==> src/rtl/muldiv_ctrl_pkg.sv <==
// Shared constants for the HI/LO multiply/divide unit: op codes, FSM encoding,
// iteration count and the divide-by-zero quotient.
package muldiv_ctrl_pkg;

    localparam logic [2:0] MD_MULT  = 3'd0;
    localparam logic [2:0] MD_MULTU = 3'd1;
    localparam logic [2:0] MD_DIV   = 3'd2;
    localparam logic [2:0] MD_DIVU  = 3'd3;
    localparam logic [2:0] MD_MTHI  = 3'd4;
    localparam logic [2:0] MD_MTLO  = 3'd5;

    localparam int          MD_ITER = 32;
    localparam logic [31:0] DIV0_LO = 32'hFFFF_FFFF;

    typedef enum logic [1:0] {
        ST_IDLE = 2'd0,
        ST_MUL  = 2'd1,
        ST_DIV  = 2'd2,
        ST_FIX  = 2'd3
    } md_state_e;

    // Magnitude of a two's-complement value when the op is signed; raw otherwise.
    function automatic logic [31:0] md_abs(input logic [31:0] v, input logic sgn);
        return (sgn && v[31]) ? (32'd0 - v) : v;
    endfunction

endpackage

==> src/rtl/muldiv_core.sv <==
// Iterative shift-add multiply / restoring divide engine with final sign fix.
// MULDIV_FAST_MUL_EN: multiplies load a full combinational product at start.
module muldiv_core
    import muldiv_ctrl_pkg::*;
#(
    parameter int XLEN = 32
) (
    input  logic            clk,
    input  logic            resetn,
    input  logic            load,
    input  logic            step,
    input  logic            op_div,
    input  logic            op_signed,
    input  logic [XLEN-1:0] src1,
    input  logic [XLEN-1:0] src2,
    output logic            last,
    output logic [XLEN-1:0] hi_res,
    output logic [XLEN-1:0] lo_res
);

    localparam int CW = $clog2(MD_ITER);

    logic [2*XLEN-1:0] acc_reg;
    logic [2*XLEN-1:0] acc_next;
    logic [XLEN-1:0]   opb_reg;
    logic [XLEN-1:0]   raw1_reg;
    logic [CW-1:0]     cnt_reg;
    logic              div_reg;
    logic              neg_res_reg;
    logic              neg_rem_reg;
    logic              div0_reg;

    logic [XLEN-1:0]   mag1;
    logic [XLEN-1:0]   mag2;
    logic [XLEN:0]     mul_sum;
    logic [XLEN:0]     div_shift;
    logic [XLEN+1:0]   div_diff;
    logic [2*XLEN-1:0] prod;

    assign mag1 = md_abs(src1, op_signed);
    assign mag2 = md_abs(src2, op_signed);

`ifdef MULDIV_FAST_MUL_EN
    logic [2*XLEN-1:0] fast_a;
    logic [2*XLEN-1:0] fast_b;
    logic [2*XLEN-1:0] fast_prod;

    // Sign-extend to 64 bits; the low 64 bits of the product are exact either way.
    assign fast_a    = {{XLEN{op_signed & src1[XLEN-1]}}, src1};
    assign fast_b    = {{XLEN{op_signed & src2[XLEN-1]}}, src2};
    assign fast_prod = fast_a * fast_b;
`endif

    // acc holds {partial product, multiplier} for MUL and {remainder, dividend/quotient} for DIV.
    always_comb begin
        mul_sum   = {1'b0, acc_reg[2*XLEN-1:XLEN]} + (acc_reg[0] ? {1'b0, opb_reg} : '0);
        div_shift = {acc_reg[2*XLEN-1:XLEN], acc_reg[XLEN-1]};
        div_diff  = {1'b0, div_shift} - {2'b00, opb_reg};
        if (div_reg) begin
            if (!div_diff[XLEN+1]) begin
                acc_next = {div_diff[XLEN-1:0], acc_reg[XLEN-2:0], 1'b1};
            end else begin
                acc_next = {div_shift[XLEN-1:0], acc_reg[XLEN-2:0], 1'b0};
            end
        end else begin
            acc_next = {mul_sum, acc_reg[XLEN-1:1]};
        end
    end

    always_ff @(posedge clk) begin
        if (!resetn) begin
            acc_reg     <= '0;
            opb_reg     <= '0;
            raw1_reg    <= '0;
            cnt_reg     <= '0;
            div_reg     <= 1'b0;
            neg_res_reg <= 1'b0;
            neg_rem_reg <= 1'b0;
            div0_reg    <= 1'b0;
        end else if (load) begin
            cnt_reg     <= '0;
            div_reg     <= op_div;
            raw1_reg    <= src1;
            div0_reg    <= (src2 == '0);
            neg_res_reg <= op_signed && (src1[XLEN-1] ^ src2[XLEN-1]);
            neg_rem_reg <= op_signed && src1[XLEN-1];
            if (op_div) begin
                acc_reg <= {{XLEN{1'b0}}, mag1};
                opb_reg <= mag2;
            end else begin
`ifdef MULDIV_FAST_MUL_EN
                acc_reg     <= fast_prod;
                opb_reg     <= '0;
                neg_res_reg <= 1'b0;
`else
                acc_reg <= {{XLEN{1'b0}}, mag2};
                opb_reg <= mag1;
`endif
            end
        end else if (step) begin
            acc_reg <= acc_next;
            cnt_reg <= cnt_reg + 1'b1;
        end
    end

    assign last = (cnt_reg == CW'(MD_ITER - 1));
    assign prod = neg_res_reg ? ((2*XLEN)'(0) - acc_reg) : acc_reg;

    always_comb begin
        hi_res = prod[2*XLEN-1:XLEN];
        lo_res = prod[XLEN-1:0];
        if (div_reg) begin
            if (div0_reg) begin
                hi_res = raw1_reg;
                lo_res = DIV0_LO;
            end else begin
                lo_res = neg_res_reg ? (XLEN'(0) - acc_reg[XLEN-1:0]) : acc_reg[XLEN-1:0];
                hi_res = neg_rem_reg ? (XLEN'(0) - acc_reg[2*XLEN-1:XLEN])
                                     : acc_reg[2*XLEN-1:XLEN];
            end
        end
    end

endmodule

==> src/rtl/muldiv_ctrl.sv <==
// HI/LO owner and sequencer for MULT/MULTU/DIV/DIVU/MTHI/MTLO with WB cancel.
// MULDIV_FAST_MUL_EN: multiplies skip the iterative MUL state and commit after one cycle.
module muldiv_ctrl
    import muldiv_ctrl_pkg::*;
#(
    parameter int              XLEN       = 32,
    parameter logic [XLEN-1:0] HILO_RESET = 32'h0
) (
    input  logic            clk,
    input  logic            resetn,
    input  logic            op_valid,
    input  logic [2:0]      op_code,
    input  logic [XLEN-1:0] src1,
    input  logic [XLEN-1:0] src2,
    input  logic            cancel,
    output logic            op_ready,
    output logic            busy,
    output logic            done,
    output logic [XLEN-1:0] hi_o,
    output logic [XLEN-1:0] lo_o
);

    md_state_e       state_reg;
    logic            busy_reg;
    logic            done_reg;
    logic [XLEN-1:0] hi_reg;
    logic [XLEN-1:0] lo_reg;

    logic            accept;
    logic            is_mul;
    logic            is_div;
    logic            op_signed;
    logic            core_load;
    logic            core_step;
    logic            core_last;
    logic [XLEN-1:0] core_hi;
    logic [XLEN-1:0] core_lo;

    assign is_mul    = (op_code == MD_MULT) || (op_code == MD_MULTU);
    assign is_div    = (op_code == MD_DIV)  || (op_code == MD_DIVU);
    assign op_signed = (op_code == MD_MULT) || (op_code == MD_DIV);
    assign accept    = op_valid && !cancel && (state_reg == ST_IDLE);
    assign core_load = accept && (is_mul || is_div);
    assign core_step = !cancel && ((state_reg == ST_MUL) || (state_reg == ST_DIV));

    muldiv_core #(
        .XLEN (XLEN)
    ) u_core (
        .clk       (clk),
        .resetn    (resetn),
        .load      (core_load),
        .step      (core_step),
        .op_div    (is_div),
        .op_signed (op_signed),
        .src1      (src1),
        .src2      (src2),
        .last      (core_last),
        .hi_res    (core_hi),
        .lo_res    (core_lo)
    );

    always_ff @(posedge clk) begin
        if (!resetn) begin
            state_reg <= ST_IDLE;
            busy_reg  <= 1'b0;
            done_reg  <= 1'b0;
            hi_reg    <= HILO_RESET;
            lo_reg    <= HILO_RESET;
        end else begin
            done_reg <= 1'b0;
            case (state_reg)
                ST_IDLE: begin
                    if (accept) begin
                        case (op_code)
                            MD_MTHI: hi_reg <= src1;
                            MD_MTLO: lo_reg <= src1;
                            MD_MULT, MD_MULTU: begin
`ifdef MULDIV_FAST_MUL_EN
                                state_reg <= ST_FIX;
`else
                                state_reg <= ST_MUL;
`endif
                                busy_reg  <= 1'b1;
                            end
                            MD_DIV, MD_DIVU: begin
                                state_reg <= ST_DIV;
                                busy_reg  <= 1'b1;
                            end
                            default: ;
                        endcase
                    end
                end
                ST_MUL, ST_DIV: begin
                    if (cancel) begin
                        state_reg <= ST_IDLE;
                        busy_reg  <= 1'b0;
                    end else if (core_last) begin
                        state_reg <= ST_FIX;
                    end
                end
                ST_FIX: begin
                    // A cancel here still beats the commit: HI/LO must not see a flushed op.
                    state_reg <= ST_IDLE;
                    busy_reg  <= 1'b0;
                    if (!cancel) begin
                        hi_reg   <= core_hi;
                        lo_reg   <= core_lo;
                        done_reg <= 1'b1;
                    end
                end
                default: begin
                    state_reg <= ST_IDLE;
                    busy_reg  <= 1'b0;
                end
            endcase
        end
    end

    assign busy     = busy_reg;
    assign op_ready = ~busy_reg;
    assign done     = done_reg;
    assign hi_o     = hi_reg;
    assign lo_o     = lo_reg;

endmodule

==> config.mk <==
export PLATFORM = sky130hd
export DESIGN_NAME = muldiv_ctrl
export DESIGN_NICKNAME = d
export VERILOG_FILES = /design/src/rtl/muldiv_ctrl_pkg.sv /design/src/rtl/muldiv_core.sv /design/src/rtl/muldiv_ctrl.sv
export SDC_FILE = /design/constraint.sdc
export NUM_CORES = 1
export LEC_CHECK = 0
export BUFFER_PORTS_ARGS = -buffer_cell sky130_fd_sc_hd__buf_4
export CORE_UTILIZATION = 50
export DETAILED_ROUTE_END_ITERATION = 7
export GPL_ROUTABILITY_DRIVEN = 0
export GPL_TIMING_DRIVEN = 0
export PLACE_DENSITY_LB_ADDON = 0.05
export SLEW_MARGIN = 20
export SYNTH_ARGS = -nofsm -noshare
export SYNTH_HDL_FRONTEND = slang
export SYNTH_HIERARCHICAL = 1
export SYNTH_SLANG_ARGS = --single-unit
==> constraint.sdc <==
create_clock -name clk -period 3.4 [get_ports clk]
set_input_delay 0 -clock clk [delete_from_list [all_inputs] [get_ports clk]]
set_output_delay 0 -clock clk [all_outputs]
set_load 0.01 [all_outputs]
Word-level counts from Yosys, hierarchy flattened
Cells that the tools add are included.
W data, S select, Z words.
{ "classes": {"n_addsub": 8, "eq_ne": 17, "n_mux": 34, "n_bitwise": 3, "n_reduce_logical": 28} }
{ "ops": {"columns": ["operator", "n"], "rows": [
  ["$mux W32", 17],
  ["$mux W64", 5],
  ["$pmux W32 S2", 2],
  ["$sub A1 B32 Y32 const A", 4],
  ["$sub A1 B64 Y64 const A", 1],
  ["$sub A33 B32 Y34", 1],
  ["$add A32 B33 Y33", 1],
  ["$logic_not A32 Y1", 1],
  ["$ne A2 B2 Y1 const B", 4],
  ["$reduce_and A4 Y1", 2],
  ["$reduce_or A2 Y1", 4],
  ["$logic_and A1 B1 Y1", 7],
  ["$eq A3 B2 Y1 const B", 2],
  ["$eq A3 B3 Y1 const B", 2],
  ["$mux W2", 3],
  ["$pmux W2 S3", 1],
  ["$reduce_and A3 Y1", 2],
  ["$add A5 B1 Y5 const B", 1],
  ["$eq A5 B5 Y1 const B", 1],
  ["$logic_or A1 B1 Y1", 5],
  ["$eq A2 B2 Y1 const B", 2],
  ["$mux W1", 4],
  ["$ne A2 B1 Y1 const B", 2],
  ["$pmux W2 S2", 1],
  ["13 further kinds", 15]
]} }
{ "totals": {"register_bits": 205, "input_bits": 71, "out_inout_bits": 67, "elab_cells": 103} }

Depth between registers and ports, before layout
{ "logic_depth": {"ltp_word": 6, "ltp_mapped": 15, "mapped_depth_nobuf": 14} }

By module
The synthesis kept the hierarchy.
{ "by_module_without_submodules": {"columns": ["module", "n_inst", "cells_each", "area_each_um2", "seq_area_each_um2"], "rows": [
  ["muldiv_core", 1, 2048, 14555.2, 2742.6],
  ["muldiv_ctrl", 1, 354, 3224.3, 1361.3]
]} }

Worst setup path after synthesis
Ideal clock, no wire load.
{ "synth_path": {"kind": "register -> register", "from": "reg u_core.acc_reg[32]", "to": "reg u_core.acc_reg[59]", "t_arrival_ns": 2.950, "setup_slack_ns": 0.363, "path_stages_with_launch": 13, "path_buffers": 0, "cell_sequence": "dfxtp_1 -> ha_1 -> inv_1 -> fa_1 -> nor2b_1 -> o31a_1 -> o21ai_0 -> o41ai_1 -> o41ai_1 -> o21ai_0 -> nor4_1 -> a311o_1 -> o31ai_1"} }
{ "synth_via": {"elab_chain_cells": 5} }
{ "synth_rtl": {"columns": ["item", "line_no", "rtl"], "rows": [
  ["from (decl)", "muldiv_core.sv:23", "logic [2*XLEN-1:0] acc_reg;"],
  ["from (signal assigned)", "muldiv_core.sv:88", "acc_reg <= {{XLEN{1'b0}}, mag1};"],
  ["from (signal assigned)", "muldiv_core.sv:96", "acc_reg <= {{XLEN{1'b0}}, mag2};"],
  ["from (signal assigned)", "muldiv_core.sv:101", "acc_reg <= acc_next;"],
  ["$sub A33 B32 Y34", "muldiv_core.sv:58", "div_diff = {1'b0, div_shift} - {2'b00, opb_reg};"],
  ["$mux W64", "muldiv_core.sv:60", "if (!div_diff[XLEN+1]) begin"],
  ["$mux W64 *", "muldiv_core.sv:59", "if (div_reg) begin"],
  ["$mux W64 *", "muldiv_core.sv:100", "end else if (step) begin"],
  ["$mux W64 *", "muldiv_core.sv:80", "end else if (load) begin"]
]} }
Every way passes the cells marked *; elsewhere a longest branch is shown, timed or not. The select of a mux whose other input is x is not followed.
A chain may end at the register's enable or synchronous reset.

Worst setup path after layout
{ "layout_path": {"from": "reg u_core.div_reg", "to": "reg hi_reg[3], in the netlist hi_o[3]"} }
{ "layout_via": {"elab_chain_cells": 3} }
{ "layout_rtl": {"columns": ["item", "line_no", "rtl"], "rows": [
  ["from (decl)", "muldiv_core.sv:28", "logic div_reg;"],
  ["from (signal assigned)", "muldiv_core.sv:82", "div_reg <= op_div;"],
  ["$mux W32", "muldiv_core.sv:112", "if (div_reg) begin"],
  ["net core_hi[3]", "muldiv_ctrl.sv:36", "logic [XLEN-1:0] core_hi;"],
  ["$mux W32", "muldiv_ctrl.sv:105", "if (!cancel) begin"],
  ["$pmux W32 S2", "muldiv_ctrl.sv:71", "case (state_reg)"],
  ["to (signal assigned)", "muldiv_ctrl.sv:75", "MD_MTHI: hi_reg <= src1;"],
  ["to (signal assigned)", "muldiv_ctrl.sv:106", "hi_reg <= core_hi;"],
  ["to (decl)", "muldiv_ctrl.sv:26", "logic [XLEN-1:0] hi_reg;"]
]} }
The timed path passes the listed nets, and every way through them passes these cells. The select of a mux whose other input is x is not followed.

==> flow_summary.ini <==
[global_route]
grtUsageMet2_pct = 59.4
grt_pass1_vias = 18200
grt_overflow = 0
track_usage_pct = 39.3
grt_max_degree = 15
grt_most_used_layer = met2
grt_use_met1_pct = 53.4
grt_pass1_wl_um = 109000
grt.met3_usage_pct = 9.05
antenna_found_initial = 1

[route]
wire_per_inst_um = 23.8
routed_wl_um = 73800
dr.pass1.iters = 6
vias = 19900
antenna_left = 0
first_iter_violations = 2685
post_drt_via_cell_ratio = 6.41
drc = 0

[cts]
cts.sinks = 205
cts_root_buf = clkbuf_16
clock_latency_ns = 0.55
ctsLongestPathBuffers = 3
cts-htree-levels = 1
clk_pin_slew_ns = 0.06
cts_tree = done
numCtsBuffers = 25

[synth]
syn_nets = 2548
postSynthCellCount = 2402
seq_area_frac_synth_pct = 23.1
syn-mean-instance-area_um2 = 7.40
yosys_warnings = 6
synth_edf_count = 0
ys_ff_latch = 205
synthTopCellsByArea = dfxtp_1, a21oi_1, mux2i_1
yosys.area.top_type = dfxtp_1
synth_top_area_share_pct = 23.1
async_flop_share_pct = 0
syn_area_mm2 = 0.0178
yosysUniqueCellTypes = 88
yosys_most_used_dff = dfxtp_1

[timing]
finalHoldViolCount = 0
setup_viol = 4
worst_pin_slew_ns = 1.13
post-route-period-util_pct = 101
worst_slack_ns = -0.0498
fin_crit_ns = 3.45
max_freq_mhz = 290
skew_ns = 0.0165
slew_violations = 0
maxSlewHeadroom_pct = 24.8
rsz0062_at_grt = yes

[floorplanning]
num_rows = 68
start_util_pct = 51.1
io_pins = 138
die_h_um = 191
core_mm2 = 0.0348
dieArea_mm2 = 0.0363
die_w_um = 191

[worst_setup_path]
cp_top_family = buffers and inverters
rr_worst_depth = 8
critPathCaptureType = flip-flop
cp_data_arrival_time_ns = 3.89
cp.required_ns = 3.84
slowest_stage = dfxtp_1
crit_path_max_fanout = 10
cp_num_cells = 8
cp_num_buf_inv = 4
critical_path.cell_chain = clkdlybuf4s15_2 > clkbuf_2 > clkbuf_2 > clkbuf_1 > a21oi_1 > a21oi_1 > nand2_1 > o211a_1
crit_type = reg -> reg
cp_slowest_stage_delay_ns = 0.63
start_kind = flip-flop

[run_status]
violations = setup timing
status = complete, but fails checks

[pwr]
p_leak_uw = 0.00950
max-vdd-ir-drop_v = 0.000550
p_per_area_mw_per_mm2 = 612

[cells_and_area]
largest_reg_flops = 64
mostFrequentLayoutCells = nand2_1, a21oi_1, nor2_1
drive_gt1_share_pct = 13.9
post-route-util_pct = 61.6
syn2layout_area_growth_pct = 20.6
nNetsFinal = 2777
final_common_cell = nand2_1

[worst_hold_path]
hold_path_depth = 4
hold_class = in -> reg

[placement]
dp_hpwl_um = 58400
portBuffers = 136
dp_slack_ns = -1.19

[flow_run]
drv_cap = 0
## stage by stage
| stage | cell area, um2 | instances | hold slack, ns | TNS, ns | power, uW |
|---|---|---|---|---|---|
| detailed placement | 19400 | 2993 | 0.343 | -37.37 | 9330 |
| global route | 21400 | 3104 | 0.0445 | -0.0869 | 13700 |
| finish | 21400 | 3107 | 0.0272 | -0.0864 | 13100 |
| floorplan | 17800 | 2402 | 0.161 | 0 | 7290 |
| CTS | 21100 | 3098 | 0.0116 | -0.00688 | 12500 |
| global placement | 19400 | 2993 | 0.339 | -34.76 | 9220 |
## worst register-to-register path: stages (launching register included)
cell and delay, ns:
dfxtp_1 0.63, clkdlybuf4s15_2 0.56, clkbuf_2 0.43, clkbuf_2 0.46, clkbuf_1 0.45, a21oi_1 0.19, a21oi_1 0.38, nand2_1 0.10
o211a_1 0.14
## kinds of logic after synthesis
group / Yosys count / share of synthesized area (%)
AOI/OAI and AO/OA: 760 / 27.8
xor gates and xnor gates: 197 / 9.70
adders and majority gates: 75 / 5.36
buffers and inverters: 255 / 6.00
DFF: 205 / 23.1
muxes: 108 / 6.12
and+or+nand+nor: 802 / 21.9
## cell usage after synthesis (all sizes together), types with 4 or more instances
| library cell | count |
|---|---|
| nand3b | 6 |
| or4 | 17 |
| o211a | 72 |
| and3 | 17 |
| a31o | 6 |
| o221ai | 5 |
| and2 | 21 |
| nand2 | 270 |
| a2111oi | 5 |
| nor3 | 33 |
| nor2b | 84 |
| o31ai | 30 |
| ha | 73 |
| or2 | 11 |
| a21oi | 250 |
| a31oi | 20 |
| inv | 66 |
| buf | 34 |
| dfxtp | 205 |
| o41ai | 15 |
| o21a | 29 |
| mux2i | 106 |
| nor2 | 208 |
| a211oi | 35 |
| or3 | 21 |
| o21bai | 4 |
| o2111ai | 4 |
| a21o | 33 |
| xor2 | 87 |
| clkbuf | 151 |
| nand3 | 33 |
| o21ai | 157 |
| xnor2 | 110 |
| nand2b | 17 |
| o211ai | 47 |
| o22ai | 13 |
| a21boi | 6 |
| nor4 | 26 |
| nand4 | 17 |
| and2b | 9 |
## worst paths after layout
kind	start	endpoint	slack, ns
setup reg to reg	u_core/div_reg	hi_o[3]	-0.05
setup / recovery	u_core/div_reg	hi_o[3]	-0.05
hold reg to reg	hi_o[28]	hi_o[28]	0.50
hold / removal	src2[25]	u_core/opb_reg[25]	0.03
## metal layers
metal,wire [um],vias up
li1,-,9053
met1,30000,9441
met2,31600,1200
met3,8690,209
met4,3550,0
met5,0,-
## where the power goes
part | leakage [uW] | internal [uW] | switching (uW)
Sequential | 0.00167 | 2720 | 360
Clock | 0.000415 | 1700 | 1160
Combinational | 0.00741 | 2720 | 4470
## layout make-up
cell class                 instances  area, um2
antenna                            3       7.51
buffer                           175        825
clock buffer                      31        658
clock inverter                    14        199
fill                            3218      13400
inverter                          66        251
multi-input combinational       1942      13000
sequential                       205       4120
tap                              455        569
timing repair buffer             216       1780
## repair_timing
item                                   in CTS  in global routing
buffers inserted                            9                 19
resized for setup                          69                 99
cloned                                      0                  0
pin swaps                                   8                 26
hold buffers                               52                  0
setup endpoints to repair                  68                 60
endpoints found under the hold margin     100                  0
(Power assumes the default switching activity.)
